File: src/rtl/mem_port_arbiter.sv
// Arbiter sharing one single-port synchronous RAM between fetch (IF) and memory stage (MEM).
// Optional IF anti-starvation guard enabled by defining MEM_ARB_STARVE_GUARD_EN.
module mem_port_arbiter #(
    parameter int W          = 16,
    parameter int AW         = 11,
    parameter int RD_LAT     = 1,
    parameter int STARVE_MAX = 4
) (
    input  logic          clk,
    input  logic          rst,
    input  logic          if_req,
    input  logic [W-1:0]  if_addr,
    output logic [W-1:0]  if_rdata,
    output logic          if_ready,
    input  logic          mem_req,
    input  logic          mem_we,
    input  logic [W-1:0]  mem_addr,
    input  logic [W-1:0]  mem_wdata,
    output logic [W-1:0]  mem_rdata,
    output logic          mem_ready,
    output logic          stall_if,
    output logic          stall_mem,
    output logic          ram_re,
    output logic          ram_we,
    output logic [AW-1:0] ram_addr,
    output logic [W-1:0]  ram_wdata,
    input  logic [W-1:0]  ram_rdata
);

    localparam int WCW = (RD_LAT > 1) ? $clog2(RD_LAT) : 1;

    typedef enum logic [1:0] {IDLE, ISSUE, WAIT, DONE} state_t;

    state_t          state_reg, state_next;
    logic            gnt_mem_reg;
    logic            we_reg;
    logic [WCW-1:0]  wait_cnt_reg;
    logic [AW-1:0]   ram_addr_reg;
    logic [W-1:0]    ram_wdata_reg;
    logic [W-1:0]    if_rdata_reg;
    logic [W-1:0]    mem_rdata_reg;

    logic pick_mem, pick_if, grant, wait_last;

`ifdef MEM_ARB_STARVE_GUARD_EN
    localparam int SCW = $clog2(STARVE_MAX + 1);
    logic [SCW-1:0] starve_cnt_reg;
    logic           starve_hit;

    assign starve_hit = (starve_cnt_reg >= SCW'(STARVE_MAX));
    assign pick_if    = if_req & (~mem_req | starve_hit);
    assign pick_mem   = mem_req & ~pick_if;

    // Counts MEM grants taken while IF waits; any IF grant or idle IF clears it.
    always_ff @(posedge clk or negedge rst) begin
        if (!rst) begin
            starve_cnt_reg <= '0;
        end else if (!if_req || (grant && pick_if)) begin
            starve_cnt_reg <= '0;
        end else if (grant && pick_mem && !starve_hit) begin
            starve_cnt_reg <= starve_cnt_reg + SCW'(1);
        end
    end
`else
    assign pick_mem = mem_req;
    assign pick_if  = if_req & ~mem_req;
`endif

    assign grant     = (state_reg == IDLE) && (pick_mem || pick_if);
    assign wait_last = (state_reg == WAIT) && (wait_cnt_reg == WCW'(RD_LAT - 1));

    always_ff @(posedge clk or negedge rst) begin
        if (!rst) begin
            state_reg <= IDLE;
        end else begin
            state_reg <= state_next;
        end
    end

    always_comb begin
        state_next = state_reg;
        case (state_reg)
            IDLE:    if (grant) state_next = ISSUE;
            ISSUE:   state_next = we_reg ? DONE : WAIT;
            WAIT:    if (wait_last) state_next = DONE;
            DONE:    state_next = IDLE;
            default: state_next = IDLE;
        endcase
    end

    always_comb begin
        ram_re    = (state_reg == ISSUE) && !we_reg;
        ram_we    = (state_reg == ISSUE) && we_reg;
        mem_ready = (state_reg == DONE) && gnt_mem_reg;
        if_ready  = (state_reg == DONE) && !gnt_mem_reg;
    end

    always_ff @(posedge clk or negedge rst) begin
        if (!rst) begin
            gnt_mem_reg   <= 1'b0;
            we_reg        <= 1'b0;
            wait_cnt_reg  <= '0;
            ram_addr_reg  <= '0;
            ram_wdata_reg <= '0;
            if_rdata_reg  <= '0;
            mem_rdata_reg <= '0;
        end else begin
            if (grant) begin
                gnt_mem_reg   <= pick_mem;
                we_reg        <= pick_mem & mem_we;
                ram_addr_reg  <= pick_mem ? mem_addr[AW-1:0] : if_addr[AW-1:0];
                ram_wdata_reg <= mem_wdata;
            end
            if (state_reg == ISSUE) begin
                wait_cnt_reg <= '0;
            end else if (state_reg == WAIT) begin
                wait_cnt_reg <= wait_cnt_reg + WCW'(1);
            end
            // Read data lands RD_LAT cycles after the strobe, i.e. on the last WAIT cycle.
            if (wait_last) begin
                if (gnt_mem_reg) mem_rdata_reg <= ram_rdata;
                else             if_rdata_reg  <= ram_rdata;
            end
        end
    end

    assign ram_addr  = ram_addr_reg;
    assign ram_wdata = ram_wdata_reg;
    assign if_rdata  = if_rdata_reg;
    assign mem_rdata = mem_rdata_reg;
    assign stall_if  = if_req & ~if_ready;
    assign stall_mem = mem_req & ~mem_ready;

endmodule

File: config.mk
export PLATFORM = sky130hd
export DESIGN_NAME = mem_port_arbiter
export DESIGN_NICKNAME = d
export VERILOG_FILES = /design/src/rtl/mem_port_arbiter.sv
export SDC_FILE = /design/constraint.sdc
export NUM_CORES = 1
export LEC_CHECK = 0
export CAP_MARGIN = 15
export CELL_PAD_IN_SITES_DETAIL_PLACEMENT = 1
export CELL_PAD_IN_SITES_GLOBAL_PLACEMENT = 1
export CORE_AREA = 2 2 119 75
export CTS_CLUSTER_DIAMETER = 60
export DETAILED_ROUTE_END_ITERATION = 12
export DIE_AREA = 0 0 121 77
export GPL_TIMING_DRIVEN = 0
export PLACE_DENSITY = 0.95
export SLEW_MARGIN = 25
export SYNTH_ARGS = -nofsm -noshare
export SYNTH_HDL_FRONTEND = slang
export SYNTH_SLANG_ARGS = --single-unit
export TNS_END_PERCENT = 30
File: constraint.sdc
create_clock -name clk -period 3.6 [get_ports clk]
set_input_delay 0.9 -clock clk [delete_from_list [all_inputs] [get_ports clk]]
set_output_delay 0.9 -clock clk [all_outputs]
set_load 0.05 [all_outputs]
## After elaboration in Yosys (flattened, before gate mapping)

Cells that the tools add are included.
Widths: inputs -> output; s select.

| word-level totals | value |
|---|---|
| register bits after elaboration | 64 |
| input port bits | 69 |
| bits in latches | 0 |
| output and inout port bits | 65 |
| word-level logic and storage cells | 44 |
| bits in writable memories | 0 |
| memories kept | 0 |
| memory bits (read-only) | 0 |

| cells by class | value |
|---|---|
| $add $sub $neg | 1 |
| eq/ne operators | 5 |
| bitwise operators | 9 |
| multiplexer cells | 7 |
| shift operators | 0 |
| multiply operators | 0 |
| reduce and logical (&&, ||, !) cells | 14 |
| order comparisons | 0 |
| divide/modulo/power cells | 0 |

Operators with widths:

| kind | count |
|---|---|
| $mux 11 | 1 |
| $pmux 2 s4 | 1 |
| $logic_and 1x1->1 | 6 |
| $reduce_and 2->1 | 3 |
| $not 1->1 | 5 |
| $and 1x1->1 | 4 |
| $eq 2x2->1 const B | 2 |
| $mux 2 | 2 |
| $ne 2x2->1 const B | 2 |
| $mux 1 | 3 |
| $eq 2x1->1 const B | 1 |
| $logic_not 1->1 | 2 |
| $logic_not 2->1 | 1 |
| $reduce_bool 2->1 | 1 |
| $add 1x1->1 const B | 1 |
| $logic_or 1x1->1 | 1 |

## Depth between registers and ports, before layout

Gate-level depths: netlist of run 1.

| logic depth | value |
|---|---|
| depth in word-level cells | 6 |
| gate-level depth with buffers | 6 |
| gate-level depth less buffers | 5 |

## Worst setup path before layout of run 1

OpenSTA, ideal clock, no wires.

| timing path | value |
|---|---|
| path kind | input to output |
| from | in mem_req |
| to | out stall_mem |
| data required time | 2700 ps |
| arrival | 2066 ps |
| stages on the path | 3 |
| path slack | 634 ps |
| buffers on the path | 2 |
| path through | buf_2 -> buf_2 -> nor2b_1 |

| on the way | value |
|---|---|
| cells in the longest elaborated chain, start to end | 1 |

Ends and longest elaborated chain:

| item | RTL line | RTL |
|---|---|---|
| start: declaration | 15 | `input logic mem_req,` |
| $and 1x1->1 | 132 | `assign stall_mem = mem_req & ~mem_ready;` |
| end: declaration | 22 | `output logic stall_mem,` |

Every way passes these cells.

## Worst setup path in the final report of run 1

Ends and elaborated chain as after synthesis.

==> results of run 1 <==
[power groups by stage]
| stage | sequential, uW | combinational (uW) | clock [uW] |
|---|---|---|---|
| detailed placement | 1330 | 2870 | 0 |
| floorplan | 2480 | 703 | 0 |
| global placement | 1290 | 2810 | 0 |
| finish | 1310 | 2850 | 858 |
| global route | 1370 | 2990 | 922 |
| CTS | 1320 | 2880 | 891 |
[critical path, cell delays in order]
cell	delay [ns]
buf_2	0.18
buf_2	0.32
nor2b_1	0.17
clkdlybuf4s50_1	0.81
[cell usage after synthesis, drive strengths merged]
master / number / share of area [%]
nand3: 1 / 0.19
nor3b: 1 / 0.72
ha: 4 / 1.9
nor3: 1 / 0.19
nand2: 16 / 2.3
dfrtp: 64 / 61
a221oi: 1 / 0.33
a21oi: 1 / 0.19
o21a: 1 / 0.29
mux2i: 11 / 4.2
clkbuf: 2 / 0.67
mux2: 50 / 22
buf: 6 / 1.3
inv: 2 / 0.29
o21ai: 12 / 2.3
and2: 2 / 0.48
nor2: 2 / 0.29
nor2b: 4 / 0.96
a22oi: 1 / 0.29
nand3b: 1 / 0.43
[metal layers]
layer  vias to the layer above  wire length, um  global-route usage (%)
met4                         0               82                    5.58
met1                       977             2940                    19.6
met3                        10              576                    7.29
met5                         -                0                       0
met2                        70             3440                    27.1
li1                        901                -                       -
[final cells by class]
| type | count | area share, % |
|---|---|---|
| tap | 112 | 3.26 |
| inverter | 2 | 0.175 |
| buffer | 8 | 1.22 |
| sequential | 64 | 37.3 |
| clock buffer | 13 | 6.06 |
| timing repair buffer | 123 | 28.8 |
| clock inverter | 3 | 0.932 |
| multi-input combinational | 109 | 22.3 |
[logic make-up after synthesis]
kind of cell,count (synthesis)
adder cells (fa/ha/maj),4
multiplexers,61
AND/OR/NAND/NOR,28
AO/OA/AOI/OAI,16
flip-flops,64
buffers and inverters,10
[worst paths after layout]
path | startpoint | to | slack (ns)
worst max-delay path | mem_req | stall_mem | 0.32
worst min-delay path | ram_addr[7] | ram_addr[7] | 0.48
worst max register to register | state_reg[0] | if_rdata[12] | 1.56
worst min register to register | ram_addr[7] | ram_addr[7] | 0.48
max in group asynchronous | rst | mem_rdata[13] | 2.60
min in group asynchronous | rst | ram_wdata[11] | 0.49
[stage by stage]
stage	area, um2	hold slack [ns]	total power [uW]	TNS [ns]	cells
after floorplan	2620	0.476	3180	0	183
after global placement	3980	0.465	4100	-26.52	417
after detailed placement	4000	0.476	4200	0	418
after CTS	4300	0.491	5100	0	434
after global routing	4300	0.509	5290	0	434
final	4300	0.481	5020	0	434
==> flow_summary.json, run 1 <==
{
  "routed_via_density": 4.51,
  "antennaDiodeCount": 0,
  "hold_viol": 0,
  "ys_types": 23,
  "port_buffers": 122,
  "clk_latency_ns": 0.32,
  "route.detailed.drc": 0,
  "yosysSeqAreaShare_pct": 61.2,
  "cts_tree": "done",
  "maxCapViolations": 0,
  "routed_wl_mm": 7.04,
  "endpoint_kind": "primary output",
  "io_pins": 134,
  "fin_worst_skew_ns": 0.00488,
  "p_comb_share_pct": 56.7,
  "final_util_pct": 52.2,
  "fin_ws_ns": 0.321,
  "muxShareOfSynthArea_pct": 25.7,
  "switching_share_pct": 45.6,
  "fin_crit_ns": 3.28,
  "core_um2": 8230,
  "tightest_slew_ns": 0.527,
  "fillers": 847,
  "synth_top_family_by_area": "multiplexers",
  "worstHoldPathType": "reg2reg",
  "synth_xor_area_share_pct": 0,
  "cts_buffers": 9,
  "clock.fmax_mhz": 305,
  "cts.clk_slew.worst_paths_ns": 0.05,
  "ctsRootBufferMaster": "clkbuf_16",
  "grt_max_degree": 38,
  "synth-compound-area-share_pct": 3.39,
  "synth_seq_cells": 64,
  "setup_viol_count_final": 0,
  "p_switching_uw": 2290,
  "path_class": "in2out",
  "p_int_uw": 2730,
  "pre_cts_slack_ns": 0.311,
  "clockPowerShare_pct": 17.1,
  "layout_common_cells": "clkdlybuf4s50_1, dfrtp_1, mux2_2",
  "drtIter0Drc": 26,
  "syn2layout_area_growth_pct": 64.1,
  "firstDrtPassIters": 3,
  "start_util_pct": 31.8,
  "worstSetupStartpointType": "input port",
  "drive_gt1_share_pct": 23.3,
  "syn_area_per_cell_um2": 14.3,
  "antenna_found_initial": 0,
  "ctsHtreeMaxLevel": 3,
  "regArea_um2": 1600,
  "num_rows": 26,
  "wire_per_inst_um": 16.2,
  "ant_nets": 0,
  "slew_violations": 0,
  "die_area_um2": 9320,
  "clkSinkCount": 64,
  "grt_setup_unrepaired": "false",
  "cp.required_ns": 2.70,
  "syn_nets": 256,
  "grt_pass1_vias": 2261,
  "clk_path_buf_depth": 2,
  "multiInputGateArea_um2": 957,
  "whs_path_depth": 2,
  "finalNetCount": 390,
  "grt_overflow": 0,
  "fin_crit_sh_pct": 91.1,
  "die_h_um": 77,
  "yosysWarnings": 0,
  "dieWidth_um": 121,
  "num_vias": 1958,
  "synthSimpleGateAreaFrac_pct": 5.54,
  "rr_worst_depth": 5,
  "synthAdderAreaFrac_pct": 1.91,
  "cp_max_fo": 10,
  "place.detailed.hpwl_mm": 5.41,
  "vdd_drop_max_uv": 531,
  "p_leak_uw": 0.00184,
  "power.share.sequential_pct": 26.2,
  "outcome": "complete, no violations",
  "critPathArrivalTime_ns": 2.38,
  "slew-limit-headroom_pct": 64.7,
  "gp_congestion": 0.781,
  "grt_pass1_wl_mm": 11.7,
  "layout_commonest_cell": "clkdlybuf4s50_1",
  "cts_setup_buffers": 0,
  "syn_area_um2": 2620,
  "synth_cells": 183,
  "p_per_area_nw_per_um2": 1170,
  "post_cts_resize_count": 0,
  "hold_buffers": 0,
  "grt.total_usage_pct": 16.6
}
No activity file was read; power rests on OpenSTA's default activity.
==> inputs of run 2 (changes only) <==
--- a/config.mk
+++ b/config.mk
@@ -14,7 +14,7 @@
 export DIE_AREA = 0 0 121 77
 export GPL_TIMING_DRIVEN = 0
 export PLACE_DENSITY = 0.95
-export SLEW_MARGIN = 25
+export SKIP_CTS_REPAIR_TIMING = 1
 export SYNTH_ARGS = -nofsm -noshare
 export SYNTH_HDL_FRONTEND = slang
 export SYNTH_SLANG_ARGS = --single-unit
==> flow_summary.json, run 2 (same netlist as run 1, synthesis figures left out) <==
{
  "outcome": "complete, no violations",
  "ant_nets": 0,
  "endpoint_kind": "primary output",
  "dieWidth_um": 121,
  "critPathBufInv": 3,
  "crit_family": "buffers and inverters",
  "final_area_um2": 4330,
  "tightest_slew_ns": 0.804,
  "ctsRootBufferMaster": "clkbuf_16",
  "cts_tree": "done",
  "start_util_pct": 31.8,
  "place.detailed.hpwl_mm": 5.32,
  "antennaDiodeCount": 0,
  "port_buffers": 122,
  "crit_chain": "buf_2 > buf_2 > nor2b_1 > clkdlybuf4s50_1",
  "die_area_um2": 9320,
  "critPathSlowestCell": "clkdlybuf4s50_1",
  "ctsHtreeMaxLevel": 3,
  "layout_commonest_cell": "clkdlybuf4s50_1",
  "clk_latency_ns": 0.32,
  "path_class": "in2out",
  "cp_max_fo": 10,
  "routed_wl_mm": 6.93,
  "grt_setup_unrepaired": "false",
  "slew_violations": 0,
  "syn2layout_area_growth_pct": 65.5,
  "drive_gt1_share_pct": 23.7,
  "clockPowerShare_pct": 19.6,
  "whs_ns": 0.484,
  "p_per_area_nw_per_um2": 1190,
  "cts_buffers": 9,
  "post-place-cells": 417,
  "cp.required_ns": 2.70,
  "power.share.sequential_pct": 25.4,
  "pre_cts_slack_ns": 0.314,
  "slew-limit-headroom_pct": 46.4,
  "cts.clk_slew.worst_paths_ns": 0.05,
  "clk_path_buf_depth": 2,
  "power_uw": 5160,
  "fin_crit_ns": 3.28,
  "fin_worst_skew_ns": 0.00381,
  "route.detailed.drc": 0,
  "die_h_um": 77,
  "gp_congestion": 0.781,
  "setup_viol_count_final": 0,
  "worstHoldPathType": "reg2reg",
  "wire_per_inst_um": 16.0,
  "p_comb_share_pct": 55.0,
  "grt_pass1_vias": 2246,
  "finalNetCount": 389,
  "cpMostUsedCell": "buf_2",
  "p_leak_uw": 0.00185,
  "drtIter0Drc": 27,
  "vdd_drop_max_uv": 604,
  "finalNonFillerCells": 433,
  "placed_cell_area_um2": 3980,
  "io_pins": 134,
  "p_switching_uw": 2290,
  "firstDrtPassIters": 4,
  "switching_share_pct": 44.4,
  "grt_pass1_wl_mm": 11.5,
  "grt.total_usage_pct": 16.2,
  "maxCapViolations": 0,
  "p_int_uw": 2870,
  "worstSetupStartpointType": "input port",
  "critPathMaxStageDelay_ns": 0.81,
  "clkSinkCount": 64,
  "grt_overflow": 0,
  "fin_ws_ns": 0.325,
  "clock.fmax_mhz": 305,
  "num_vias": 1955,
  "hold_viol": 0,
  "antenna_found_initial": 0,
  "core_um2": 8230,
  "num_rows": 26,
  "fin_crit_sh_pct": 91.0,
  "grt_max_degree": 65,
  "layout_common_cells": "clkdlybuf4s50_1, dfrtp_1, mux2_2",
  "critPathArrivalTime_ns": 2.38,
  "routed_via_density": 4.52
}
## run 2: changes by cell type in the layout (fill, tap and decap cells not counted), sizes merged
cell and change:
clkinvlp +1, clkinv -1, bufinv +2, buf -1, clkbuf -2
## run 2: cell type report
class                           instances  area [um2]
Fill cell                             843        3900
Sequential cell                        64        1600
Timing Repair Buffer                  122        1220
Multi-Input combinational cell        109         957
Clock buffer                           11         253
Tap cell                              112         140
Clock inverter                          5         103
Buffer                                  8        52.6
Inverter                                2        7.51
## run 2: final timing paths
check	start	to	slack (ns)	depth (start not counted)
max in group asynchronous	rst	if_rdata[8]	2.40	1
max	mem_req	stall_mem	0.32	4
min reg2reg	ram_addr[10]	ram_addr[10]	0.48	2
max reg2reg	state_reg[0]	if_rdata[9]	1.60	5
min	ram_addr[10]	ram_addr[10]	0.48	2
min in group asynchronous	rst	ram_wdata[10]	0.65	1
## run 2: worst register-to-register path, cell delays in order (launching register included)
cell	delay (ns)
dfrtp_1	0.43
inv_1	0.11
ha_1	0.24
nor3b_4	0.45
buf_4	0.29
mux2_2	0.36
## run 2: per-stage QoR
stage               TNS, ns  util (%)
finish                    0      52.6
global route              0      52.6
CTS                       0      52.6
detailed placement        0      48.3
global placement     -26.52      48.4
floorplan                 0         -
## run 2: metal layers
layer	share of wire, %	up-vias	global-route usage, %
li1	-	901	-
met3	8.8	10	7.29
met4	1.3	0	5.93
met1	41	973	18.3
met2	49	71	27.1
met5	0	-	0
## run 2: power by group through the flow
stage / sequential, uW / combinational, uW / clock [uW]
final: 1310 / 2840 / 1010
after global routing: 1370 / 2980 / 1070
after floorplan: 2480 / 703 / 0
after detailed placement: 1330 / 2860 / 0
after global placement: 1290 / 2810 / 0
after CTS: 1320 / 2870 / 1040
==> inputs of run 3 (changes only) <==
--- a/config.mk
+++ b/config.mk
@@ -15,6 +15,7 @@
 export GPL_TIMING_DRIVEN = 0
 export PLACE_DENSITY = 0.95
 export SKIP_CTS_REPAIR_TIMING = 1
+export SLEW_MARGIN = 30
 export SYNTH_ARGS = -nofsm -noshare
 export SYNTH_HDL_FRONTEND = slang
 export SYNTH_SLANG_ARGS = --single-unit
==> results of run 3 <==
Same layout as run 1: the final DEF is identical, and so are final timing and power.
==> edit 1, RTL diff (flow settings as in run 3) <==
Add a define of `MEM_ARB_STARVE_GUARD_EN`.
--- a/src/rtl/mem_port_arbiter.sv
+++ b/src/rtl/mem_port_arbiter.sv
@@ -1,5 +1,7 @@
 // Arbiter sharing one single-port synchronous RAM between fetch (IF) and memory stage (MEM).
 // Optional IF anti-starvation guard enabled by defining MEM_ARB_STARVE_GUARD_EN.
+`define MEM_ARB_STARVE_GUARD_EN
+
 module mem_port_arbiter #(
     parameter int W          = 16,
     parameter int AW         = 11,
Formal check against the unedited RTL: no difference found for any inputs over 10 cycles, from zero or initial values and one cycle with rst low; that may be too few to reach the edited logic, so the function may still have changed.
==> edit 1 against run 3 <==
First-iteration DRC count is 96% higher; sequential share of layout area is 0.052 points higher; area after synthesis rose by 7.7%; synthesized cell count grew 36%; clock skew is essentially flat; sequential power grew 5%; wire length increased by 18%; count of clock-buffer cells in the layout decreased by 4; sequential cell count rose by 3; cell area increased by 4.5%; final cell count is 15% higher; total power is 2.2% higher; worst setup slack worse by 80 ps; critical endpoint unchanged; highest routed layer unchanged.
==> edit 1: results (changes against run 3) <==
Global route
  • Largest net degree at the start of global routing: 37 (-2.6%)
  • First-pass GRT wire length: 13600 um (+16%)
  • Vias in the first global route: 2627 (+16%)
  • Total GRT Usage: 0.192 (+0.0258)

Route
  • Via-per-instance ratio: 4.67 (+3.6%)
  • Routed WL: 8270 um (+18%)
  • Vias after detailed routing: 2337 (+19%)
  • Iteration-0 DRC Markers: 51 (+96%)

Cells and area
  • Fillcell total: 887 (+4.7%)
  • Nets: 458 (+17%)
  • Share of cells above drive strength 1: 0.165 (-0.0680)

Critical path
  • Worst Path Max Fanout: 7 (-3)

Clock tree
  • Longest Clk Path Bufs: 2 (unchanged)

Yosys
  • Post-synth cell types: 26 (+13%)
  • Syn Nets: 324 (+27%)
  • Synth top area cells: dfrtp_1 59%, mux2_2 14%, nand2_1 8.3%
  • Commonest cells post-synth: 67 x dfrtp_1, 62 x nand2_1, 34 x mux2_2, 23 x a21oi_1, 15 x nor2_1
  • Cells after Synth: 249 (+36%)

STA
  • Slew @ Worst Pin: 541 ps (+13.9 ps)

Placed design
  • DP Cell Count: 484 (+16%)
  • DP HPWL: 6310 um (+17%)
  • RD Place Congestion: 0.726 (-7.1%)

Outcome
  • Status: complete, no violations

Run
  • Total of max-cap violations: 0 (unchanged)

Power
  • Psw: 2.43 mW (+6.2%)
  • Leak: 1.98 nW (+8.0%)
  • VDD IR max: 0.576 mV (+8.5%)
## edit 1: cell types whose count changed after synthesis, moves of 3 or more
| cell | before | now |
|---|---|---|
| nor2_1 | 2 | 15 |
| nand2_1 | 16 | 62 |
| o21ai_0 | 11 | 1 |
| a21oi_1 | 1 | 23 |
| mux2_2 | 50 | 34 |
| mux2i_1 | 11 | 0 |
| dfrtp_1 | 64 | 67 |
| a21boi_0 | 0 | 3 |
## edit 1: cell families (layout without fill, tap and decap cells)
logic type | count (synthesis) | count (layout) | share of synthesized area
flops | 67 | 67 | 0.594
buf+inv | 16 | 155 | 0.0297
simple gates | 92 | 92 | 0.144
fa+ha+maj | 6 | 6 | 0.0266
compound gates | 34 | 34 | 0.0696
mux | 34 | 34 | 0.136
## edit 1: per-stage QoR
step / cell area, um2 / util / setup slack (ps) / setup TNS [ps] / total power, mW
5_1_grt: 4490 / 0.546 / 173 / 0 / 5.41
4_1_cts: 4490 / 0.546 / 238 / 0 / 5.19
3_3_place_gp: 4180 / 0.508 / -566 / -37440 / 4.18
6_report: 4490 / 0.546 / 241 / 0 / 5.13
3_5_place_dp: 4200 / 0.510 / 246 / 0 / 4.30
2_1_floorplan: 2820 / - / 919 / 0 / 3.24
## edit 1: final cells by class
class	count	area share
Clock inverter	7	0.0153
Inverter	4	0.00334
Multi-Input combinational cell	166	0.236
Clock buffer	9	0.0501
Sequential cell	67	0.373
Timing Repair Buffer	123	0.276
Tap cell	112	0.0312
Buffer	12	0.0153
## edit 1: path summary, 6_finish.rpt
check | start | endpoint | slack, ps
setup / recovery | mem_req | stall_mem | 240
hold / removal | ram_wdata[15] | ram_wdata[15] | 480
setup reg to reg | state_reg[0] | if_rdata[12] | 1620
hold reg to reg | ram_wdata[15] | ram_wdata[15] | 480
max in group asynchronous | rst | if_rdata[15] | 2530
min in group asynchronous | rst | ram_addr[8] | 520
## edit 1: worst reg2reg max path, cell delays in order (launching register included)
cell and delay [ps]:
dfrtp_1 430, inv_1 120, ha_1 290, nor3b_4 470, buf_8 210, mux2_2 350
## edit 1: layer usage
metal / wire (um) / global-route usage
met5: 0 / 0
met4: 91 / 0.0593
met3: 1020 / 0.111
met2: 3920 / 0.321
met1: 3240 / 0.205
## edit 1: power by group through the flow
stage / clock network [mW] / logic, mW / registers (mW)
5_1_grt: 0.917 / 3.07 / 1.42
2_1_floorplan: 0 / 0.741 / 2.50
6_report: 0.858 / 2.90 / 1.37
3_3_place_gp: 0 / 2.84 / 1.34
4_1_cts: 0.882 / 2.93 / 1.38
3_5_place_dp: 0 / 2.92 / 1.38
==> edit 2, RTL diff (settings of run 3) <==
Without the edit above. Re-encode `state_t` (4 states) as Gray code, 2 bits wide.
--- a/src/rtl/mem_port_arbiter.sv
+++ b/src/rtl/mem_port_arbiter.sv
@@ -29,7 +29,7 @@
 
     localparam int WCW = (RD_LAT > 1) ? $clog2(RD_LAT) : 1;
 
-    typedef enum logic [1:0] {IDLE, ISSUE, WAIT, DONE} state_t;
+    typedef enum logic [1:0] {IDLE = 2'b00, ISSUE = 2'b01, WAIT = 2'b11, DONE = 2'b10} state_t;
 
     state_t          state_reg, state_next;
     logic            gnt_mem_reg;
Behaviour: same outputs for any inputs over 10 cycles, from zero or initial values and one cycle with rst low; not proved beyond that.
==> edit 2 against run 3 <==
Area after synthesis increased by 6.0%; register-to-register slack improved by 440 ps; worst setup slack got worse by 32 ps; worst hold slack improved by 22 ps; clock skew decreased by 1.0 ps; sequential cell count unchanged; wire length decreased by 1.8%; total power increased by 3.3%; cell area increased by 3.4%; critical path type unchanged; critical endpoint is now stall_if.
==> edit 2: results (changes against run 3) <==
Outcome
  • Status: complete, no violations

Global route
  • Vias in the first global route: 2083 (-7.9%)
  • First-pass GRT wire length: 11200 um (-3.9%)
  • Total congestion overflow: 0 (unchanged)
  • Total GRT Usage: 0.159 (-0.00672)

Placed design
  • Pre-CTS setup slack: 278 ps (-33.7 ps)
  • Placed Area: 0.00416 mm2 (+3.9%)
  • RD Place Congestion: 0.691 (-12%)
  • DP HPWL: 5170 um (-4.4%)
  • DP Cell Count: 397 (-5.0%)

Cells and area
  • Multi-Input Combinational: 87 (-20%)
  • Fraction of area in registers: 0.360 (-0.0122)
  • Clock buffer cells: 11 (-2)
  • Non-clock buffers, area share: 0.304 (+0.00370)
  • Signal buffers: 133 (+1.5%)
  • Multi-input logic area: 0.00106 mm2 (+11%)
  • Final Instance Area: 0.00444 mm2 (+3.4%)
  • Fillcell total: 790 (-6.7%)
  • Nets: 365 (-6.4%)
  • Post-Layout Cell Count: 412 (-5.1%)
  • Share of cells above drive strength 1: 0.337 (+0.104)
  • Clk tree area frac: 0.0648 (-0.00510)
  • Invs w/o clock: 1 (-1)

Yosys
  • Synth top area cells: dfrtp_1 58%, mux2_2 17%, mux2_4 15%
  • Adder-cell share of the synthesized area: 0 (-0.0191)
  • Synth Area per Inst: 17.1 um2 (+20%)
  • Commonest cells post-synth: 64 x dfrtp_1, 42 x mux2_2, 28 x mux2_4, 5 x buf_6, 3 x nor3b_1
  • Sequential area share after synthesis: 0.577 (-0.0347)
  • Syn Nets: 231 (-9.8%)
  • #FFs+latches synth: 64 (unchanged)
  • Post-synth cell types: 24 (+4.3%)
  • Mux contribution to synthesized area: 0.325 (+0.0683)
  • Compound-Gate Fraction of Synth Area: 0.0140 (-0.0200)

Clock tree
  • Clk root buf: clkbuf_16

Route
  • Iteration-0 DRC Markers: 37 (+42%)
  • Vias after detailed routing: 1845 (-5.8%)
  • Initial DRT Pass Iterations: 4 (+1)
  • DR WL/cell: 16.8 um (+3.5%)
  • Residual DRC: 0 (unchanged)

STA
  • Slew @ Worst Pin: 532 ps (+4.84 ps)
  • Clock Skew: 3.85 ps (-1.03 ps)

Power
  • VDD IR max: 0.580 mV (+9.2%)
  • Leak: 1.90 nW (+3.6%)

Critical path
  • Worst Path Max Fanout: 3 (-7)
  • Slowest stage delay, CP: 830 ps (+20 ps)
  • Critical Path AT: 2410 ps (+30 ps)
-- edit 2: cell count changes after synthesis, moves of 2 or more --
cell | run 3 | this run
and2_1 | 2 | 0
buf_2 | 4 | 1
buf_6 | 0 | 5
ha_1 | 4 | 0
mux2_2 | 50 | 42
mux2_4 | 0 | 28
mux2i_1 | 11 | 1
nand2_1 | 16 | 1
nor2_1 | 2 | 0
nor2b_1 | 4 | 2
nor3b_1 | 0 | 3
o21ai_0 | 11 | 1
-- edit 2: where the power goes --
group	switching, mW	internal [mW]	total, mW
registers	0.213	1.09	1.31
logic	1.80	1.24	3.04
clock network	0.291	0.547	0.838
total	2.30	2.89	5.19
-- edit 2: kinds of logic (layout without fill, tap and decap cells) --
group	after synthesis	count (layout)
buffers and inverters	11	149
AO/OA/AOI/OAI	4	4
multiplexers	71	71
AND/OR/NAND/NOR	12	12
flip-flops	64	64
-- edit 2: layer usage --
layer	GRT usage	wire, um
met2	0.249	3330
met3	0.0625	482
met1	0.199	2990
met4	0.0593	105
met5	0	0
-- edit 2: critical path, delay by kind of cell --
family                 cells  cell delay [ps]
buffers and inverters      2             1350
AND/OR/NAND/NOR            1              160
-- edit 2: worst paths after layout --
| kind | start | end | slack (ps) | depth (start not counted) |
|---|---|---|---|---|
| hold / removal | ram_wdata[1] | ram_wdata[1] | 500 | 1 |
| hold reg to reg | ram_wdata[1] | ram_wdata[1] | 500 | 1 |
| min in group asynchronous | rst | ram_wdata[2] | 550 | 1 |
| max in group asynchronous | rst | mem_rdata[15] | 2530 | 2 |
| setup / recovery | if_req | stall_if | 290 | 3 |
| setup reg to reg | state_reg[1] | if_rdata[8] | 2000 | 5 |
